===== config.mk =====
export PLATFORM = sky130hd
export DESIGN_NAME = tile_map_arbiter
export DESIGN_NICKNAME = d
export VERILOG_FILES = /design/src/rtl/tile_map_arbiter.sv
export SDC_FILE = /design/constraint.sdc
export NUM_CORES = 2
export LEC_CHECK = 0
export BUFFER_PORTS_ARGS = -buffer_cell sky130_fd_sc_hd__clkbuf_2
export CAP_MARGIN = 20
export CORE_MARGIN = 2
export CORE_UTILIZATION = 45
export CTS_CLUSTER_SIZE = 12
export DETAILED_ROUTE_END_ITERATION = 6
export SKIP_LAST_GASP = 1
export SYNTH_ARGS = -nofsm -noshare
export SYNTH_HDL_FRONTEND = slang
export SYNTH_SLANG_ARGS = --single-unit

===== constraint.sdc =====
create_clock -name iVGA_CLK -period 8.4 [get_ports iVGA_CLK]
set_clock_uncertainty 0.2 [all_clocks]
set_input_delay 0.42 -clock iVGA_CLK [delete_from_list [all_inputs] [get_ports iVGA_CLK]]
set_output_delay 0.42 -clock iVGA_CLK [all_outputs]
set_load 0.02 [all_outputs]

===== src/rtl/tile_map_arbiter.sv =====
// Tile RAM shared between the pixel renderer (active video) and buffered
// game-logic writes / board-clear sweep (blanking only).
module tile_map_arbiter #(
  parameter int         H_SQUARE   = 20,
  parameter int         V_SQUARE   = 20,
  parameter int         H_CELLS    = 32,
  parameter int         V_CELLS    = 24,
  parameter int         FIFO_DEPTH = 4,
  parameter logic [1:0] ENT_EMPTY  = 2'd3
) (
  input  logic       iVGA_CLK,
  input  logic       iReset_n,
  input  logic [9:0] ivga_x,
  input  logic [9:0] ivga_y,
  input  logic       iVisible,
  output logic [1:0] oSprite,
  output logic       oSprite_vld,
  input  logic       iWr_req,
  input  logic [4:0] iWr_col,
  input  logic [4:0] iWr_row,
  input  logic [1:0] iWr_ent,
  output logic       oWr_ready,
  output logic       oWr_err,
  input  logic       iClear,
  output logic       oBusy
);

  localparam int NCELLS = H_CELLS * V_CELLS;
  localparam int ADDR_W = $clog2(NCELLS);
  localparam int PTR_W  = $clog2(FIFO_DEPTH);
  localparam logic [ADDR_W-1:0] LAST_ADDR = ADDR_W'(NCELLS - 1);

  typedef enum logic {S_IDLE, S_CLEAR} state_t;

  state_t            state_q, state_d;
  logic [ADDR_W-1:0] clr_addr_q, clr_addr_d;

  logic [1:0]        ram [NCELLS];
  logic [1:0]        ram_q;
  logic              ram_we;
  logic [ADDR_W-1:0] ram_wr_addr;
  logic [1:0]        ram_wdata;

  logic [9:0]        cell_x, cell_y;
  logic [ADDR_W-1:0] rd_addr;
  logic              rd_oob, oob_d1, vis_d1;

  logic [ADDR_W+1:0] fifo_mem [FIFO_DEPTH];
  logic [PTR_W:0]    wr_ptr, rd_ptr;
  logic [ADDR_W+1:0] fifo_head;
  logic              fifo_full, fifo_empty, in_range, push, pop;
  logic [ADDR_W-1:0] push_addr;

  // Render address: cell index of the current pixel
  assign cell_x  = ivga_x / 10'(H_SQUARE);
  assign cell_y  = ivga_y / 10'(V_SQUARE);
  assign rd_addr = ADDR_W'(cell_y) * ADDR_W'(H_CELLS) + ADDR_W'(cell_x);
  assign rd_oob  = (ivga_x >= 10'(H_CELLS * H_SQUARE)) || (ivga_y >= 10'(V_CELLS * V_SQUARE));

  // Write-request FIFO; out-of-range requests are accepted but never stored
  assign fifo_empty = (wr_ptr == rd_ptr);
  assign fifo_full  = (wr_ptr[PTR_W] != rd_ptr[PTR_W]) &&
                      (wr_ptr[PTR_W-1:0] == rd_ptr[PTR_W-1:0]);
  assign oWr_ready  = !fifo_full;
  assign in_range   = ({1'b0, iWr_col} < 6'(H_CELLS)) && ({1'b0, iWr_row} < 6'(V_CELLS));
  assign push       = iWr_req && oWr_ready && in_range;
  assign push_addr  = ADDR_W'(iWr_row) * ADDR_W'(H_CELLS) + ADDR_W'(iWr_col);
  assign fifo_head  = fifo_mem[rd_ptr[PTR_W-1:0]];

  always_ff @(posedge iVGA_CLK) begin
    if (push) fifo_mem[wr_ptr[PTR_W-1:0]] <= {push_addr, iWr_ent};
  end

  always_ff @(posedge iVGA_CLK or negedge iReset_n) begin
    if (!iReset_n) begin
      wr_ptr  <= '0;
      rd_ptr  <= '0;
      oWr_err <= 1'b0;
    end else begin
      if (push) wr_ptr <= wr_ptr + (PTR_W+1)'(1);
      if (pop)  rd_ptr <= rd_ptr + (PTR_W+1)'(1);
      oWr_err <= iWr_req && oWr_ready && !in_range;
    end
  end

  // Port arbitration: clear sweep beats FIFO drain; both only in blanking
  always_comb begin
    state_d     = state_q;
    clr_addr_d  = clr_addr_q;
    ram_we      = 1'b0;
    pop         = 1'b0;
    ram_wr_addr = fifo_head[ADDR_W+1:2];
    ram_wdata   = fifo_head[1:0];
    case (state_q)
      S_IDLE: begin
        if (!iVisible && !fifo_empty) begin
          ram_we = 1'b1;
          pop    = 1'b1;
        end
      end
      S_CLEAR: begin
        ram_wr_addr = clr_addr_q;
        ram_wdata   = ENT_EMPTY;
        if (!iVisible) begin
          ram_we = 1'b1;
          if (clr_addr_q == LAST_ADDR) state_d = S_IDLE;
          else                         clr_addr_d = clr_addr_q + ADDR_W'(1);
        end
      end
    endcase
    if (iClear) begin
      state_d    = S_CLEAR;
      clr_addr_d = '0;
    end
  end

  always_ff @(posedge iVGA_CLK or negedge iReset_n) begin
    if (!iReset_n) begin
      state_q    <= S_CLEAR;
      clr_addr_q <= '0;
    end else begin
      state_q    <= state_d;
      clr_addr_q <= clr_addr_d;
    end
  end

  assign oBusy = (state_q == S_CLEAR);

  // Single-port RAM: render read in active video, otherwise the arbitrated write
  always_ff @(posedge iVGA_CLK) begin
    if (iVisible)    ram_q <= ram[rd_addr];
    else if (ram_we) ram[ram_wr_addr] <= ram_wdata;
  end

  always_ff @(posedge iVGA_CLK or negedge iReset_n) begin
    if (!iReset_n) begin
      oob_d1      <= 1'b0;
      vis_d1      <= 1'b0;
      oSprite     <= ENT_EMPTY;
      oSprite_vld <= 1'b0;
    end else begin
      oob_d1      <= rd_oob;
      vis_d1      <= iVisible;
      oSprite_vld <= vis_d1;
      if (vis_d1) oSprite <= oob_d1 ? ENT_EMPTY : ram_q;
    end
  end

endmodule

==> impl_metrics.json <==
{
  "pwr_density_cell_mw_per_mm2": 242.2,
  "antenna_found_initial": 16,
  "clock_path_buffers": 3,
  "die_x_um": 394.3,
  "synth_top_family_by_area": "simple AND/OR/NAND/NOR gates",
  "cap_violations": 0,
  "critPathKind": "in2reg",
  "pre_cts_ws_ps": 2320,
  "r2r_slack_ps": 3410,
  "io_pins": 43,
  "via_per_inst": 6.126,
  "cp_slowest_cell": "a221oi_1",
  "die_y_um": 394.3,
  "cts_made_buffers": 167,
  "finalHoldViolCount": 0,
  "crit_arrival_ps": 5590,
  "gp_congestion": 0.8456,
  "endpoint_kind": "flip-flop",
  "cts_tree": "yes",
  "synth_fp_nets": 5452,
  "hpwl_mm": 116.9,
  "grt_max_degree": 232,
  "maxSlewHeadroom_pct": 13.26,
  "synth.yosys.seq_area_share_pct": 70.32,
  "vdd_ir_drop_max_mv": 0.2214,
  "drt-pass1-iter-count": 5,
  "status": "finished clean",
  "synth-simple-area-share_pct": 14.93,
  "overflow": 0,
  "syn_to_final_growth_pct": 11.01,
  "start_util_pct": 45.24,
  "ant_nets": 0,
  "fin_tns_setup_ps": 0,
  "vias": 45950,
  "synth_edf_count": 1586,
  "io_buffer_count": 38,
  "drt-initial-drc-count": 6898,
  "yosys_warnings": 0,
  "fin_nets": 5393,
  "synth-main-ff-cell": "edfxtp_1",
  "muxShareOfSynthArea_pct": 4.915,
  "routedWlPerCell_um": 28.99,
  "synthAdderAreaFrac_pct": 0.1898,
  "synth_compound_area_share_pct": 6.304,
  "slew_violations": 0,
  "drc": 0,
  "die-area_mm2": 0.1555,
  "rsz0062_at_grt": "no",
  "core_region_area_mm2": 0.1515,
  "leakage_nw": 23.25,
  "syn_area_per_cell_um2": 12.68,
  "postCtsSetupRepairBufs": 0,
  "htreeDepth": 4,
  "timing.fmax_mhz": 190.8,
  "synthXorXnorAreaFrac_pct": 0.3322,
  "grt_usage_pct": 27.47,
  "hold_class": "in2reg",
  "core.rowCount": 143,
  "setup_viol": 0,
  "finalWorstSetupSlack_ps": 3158,
  "finalCritPeriodShare_pct": 62.41,
  "cts_root_buf": "clkbuf_16",
  "drive_gt1_share_pct": 9.472,
  "clk_pin_slew_ps": 60,
  "worst_setup_path_start_kind": "input port",
  "grt_pass1_vias": 44310,
  "synthArstFlopShare_pct": 1.429,
  "max_stage_delay_ps": 850,
  "synth_cell_types": 86,
  "hold_ws_ps": 177.9,
  "n_fill_cell": 13230,
  "clk_latency_ps": 820,
  "required_ps": 8750,
  "grt_pass1_wl_mm": 309.0,
  "period_needed_ps": 5242,
  "path_max_fanout": 101,
  "tightest_slew_ps": 1292,
  "ys_seq_elements": 1609,
  "cp_cell_sequence": "clkbuf_2, and2b_2, a211oi_2, o41ai_4, nor2_1, a221o_1, nor3_4, buf_12, buf_12, mux2i_1, o2111ai_1, a221oi_1, a31oi_1, mux2_2, o2111ai_1, nand4_1",
  "syn-cell-area_mm2": 0.06855,
  "clock-sinks": 1609,
  "wirelength_mm": 217.4,
  "syn_inst": 5407
}
flip-flops by register name (all words and copies together) (netlist names), 2 cells and up:
register and count:
clr_addr_q 10, fifo_mem 48, oSprite 2, ram 1536, ram_q 2, rd_ptr 3
wr_ptr 3
worst max-delay path, delay by kind of cell:
family                 cells  cell delay, ps
buffers and inverters      3            1080
muxes                      2             550
and+or+nand+nor            4            1030
AOI/OAI and AO/OA          7            2410
cell usage in the layout, fill, tap and decap left out, types with 35 or more instances in the layout:
master,n
edfxtp_1,1586
nand2_1,1050
nor2_1,851
nand3_1,344
mux2i_1,181
clkbuf_16,174
a21oi_1,162
buf_4,106
and3_1,78
mux4_2,65
a31oi_1,64
clkbuf_1,60
o21ai_0,47
a311oi_1,40
clkbuf_2,38
a221oi_1,35
per-stage QoR:
stage	power, mW	std cells	utilization [%]	cell area (um2)
after global placement	11.67	7184	46.75	70840
after detailed placement	11.68	7188	46.82	70950
after floorplan	10.69	5407	-	68550
after CTS	18.46	7497	50.20	76070
after global routing	18.95	7499	50.21	76100
final	18.43	7501	50.22	76100
cells in the mapped netlist (10+ instances only):
| cell | count | share of area, % |
|---|---|---|
| buf_2 | 103 | 0.75 |
| nand4_1 | 13 | 0.12 |
| o221ai_1 | 20 | 0.26 |
| a311o_1 | 17 | 0.25 |
| nand3_1 | 356 | 2.6 |
| o211ai_1 | 10 | 0.11 |
| mux2i_1 | 181 | 2.6 |
| a311oi_1 | 40 | 0.51 |
| a221oi_1 | 35 | 0.45 |
| dfrtp_1 | 20 | 0.73 |
| nor4_1 | 11 | 0.10 |
| and3_1 | 78 | 0.71 |
| nand2_1 | 1072 | 5.9 |
| buf_6 | 17 | 0.28 |
| mux4_2 | 65 | 2.1 |
| nor3_1 | 23 | 0.17 |
| a221o_1 | 10 | 0.15 |
| buf_1 | 55 | 0.30 |
| o2111ai_1 | 33 | 0.42 |
| o21ai_0 | 49 | 0.36 |
| a22oi_1 | 25 | 0.27 |
| clkbuf_1 | 207 | 1.1 |
| o22ai_1 | 16 | 0.15 |
| xnor2_1 | 10 | 0.13 |
| edfxtp_1 | 1586 | 69 |
| xor2_1 | 16 | 0.20 |
| a21oi_1 | 163 | 1.2 |
| a31oi_1 | 64 | 0.58 |
| a211oi_1 | 21 | 0.23 |
| inv_1 | 13 | 0.071 |
| nor2_1 | 859 | 4.7 |
| and2_1 | 11 | 0.10 |
| buf_4 | 29 | 0.32 |
per-layer routing:
metal | up-vias | track usage [%] | share of wire [%]
met5 | - | 0 | 0.015
li1 | 19730 | - | -
met1 | 23370 | 37.94 | 39
met3 | 413 | 4.897 | 10
met4 | 6 | 10.48 | 3.9
met2 | 2435 | 43.51 | 47
path summary, 6_finish.rpt:
check | startpoint | end | cells after the start
max | ivga_x[6] | ram_q[0] | 16
max reg2reg | rd_ptr[0] | ram[486][0] | 6
min in group asynchronous | iReset_n | oBusy | 3
min | iWr_row[1] | fifo_mem[3][8] | 2
max in group asynchronous | iReset_n | clr_addr_q[9] | 5
min reg2reg | vis_d1 | oSprite_vld | 0
repair_timing:
item	4_1_cts	5_1_grt
endpoints found under the hold margin	88	0
hold buffers	19	0
resized for setup	0	0
power breakdown:
group / leakage, nW / internal [mW] / switching, mW
registers: 12.7 / 8.75 / 0.0414
logic: 8.15 / 0.843 / 1.93
clock network: 2.40 / 3.85 / 3.02
logic make-up (layout without fill, tap and decap cells):
logic type | count (synthesis) | count (layout)
and+or+nand+nor | 2476 | 2476
DFF | 1609 | 1609
adders and majority gates | 11 | 11
other | 0 | 2
xor gates and xnor gates | 26 | 26
buffers and inverters | 430 | 492
AOI/OAI and AO/OA | 602 | 602
muxes | 253 | 253
cell type report:
class / instances / area, um2 / share of cell area, %
diodes: 2 / 5.005 / 0.006576
clock buffers: 235 / 4593 / 6.036
clock inverters: 55 / 340.3 / 0.4472
inverters: 13 / 48.80 / 0.06412
multi-input cells: 3368 / 18660 / 24.52
flip-flops and latches: 1609 / 48210 / 63.34
well taps: 2030 / 2540 / 3.338
repair buffers: 189 / 1709 / 2.246
No activity file was read; power rests on OpenSTA's default activity.
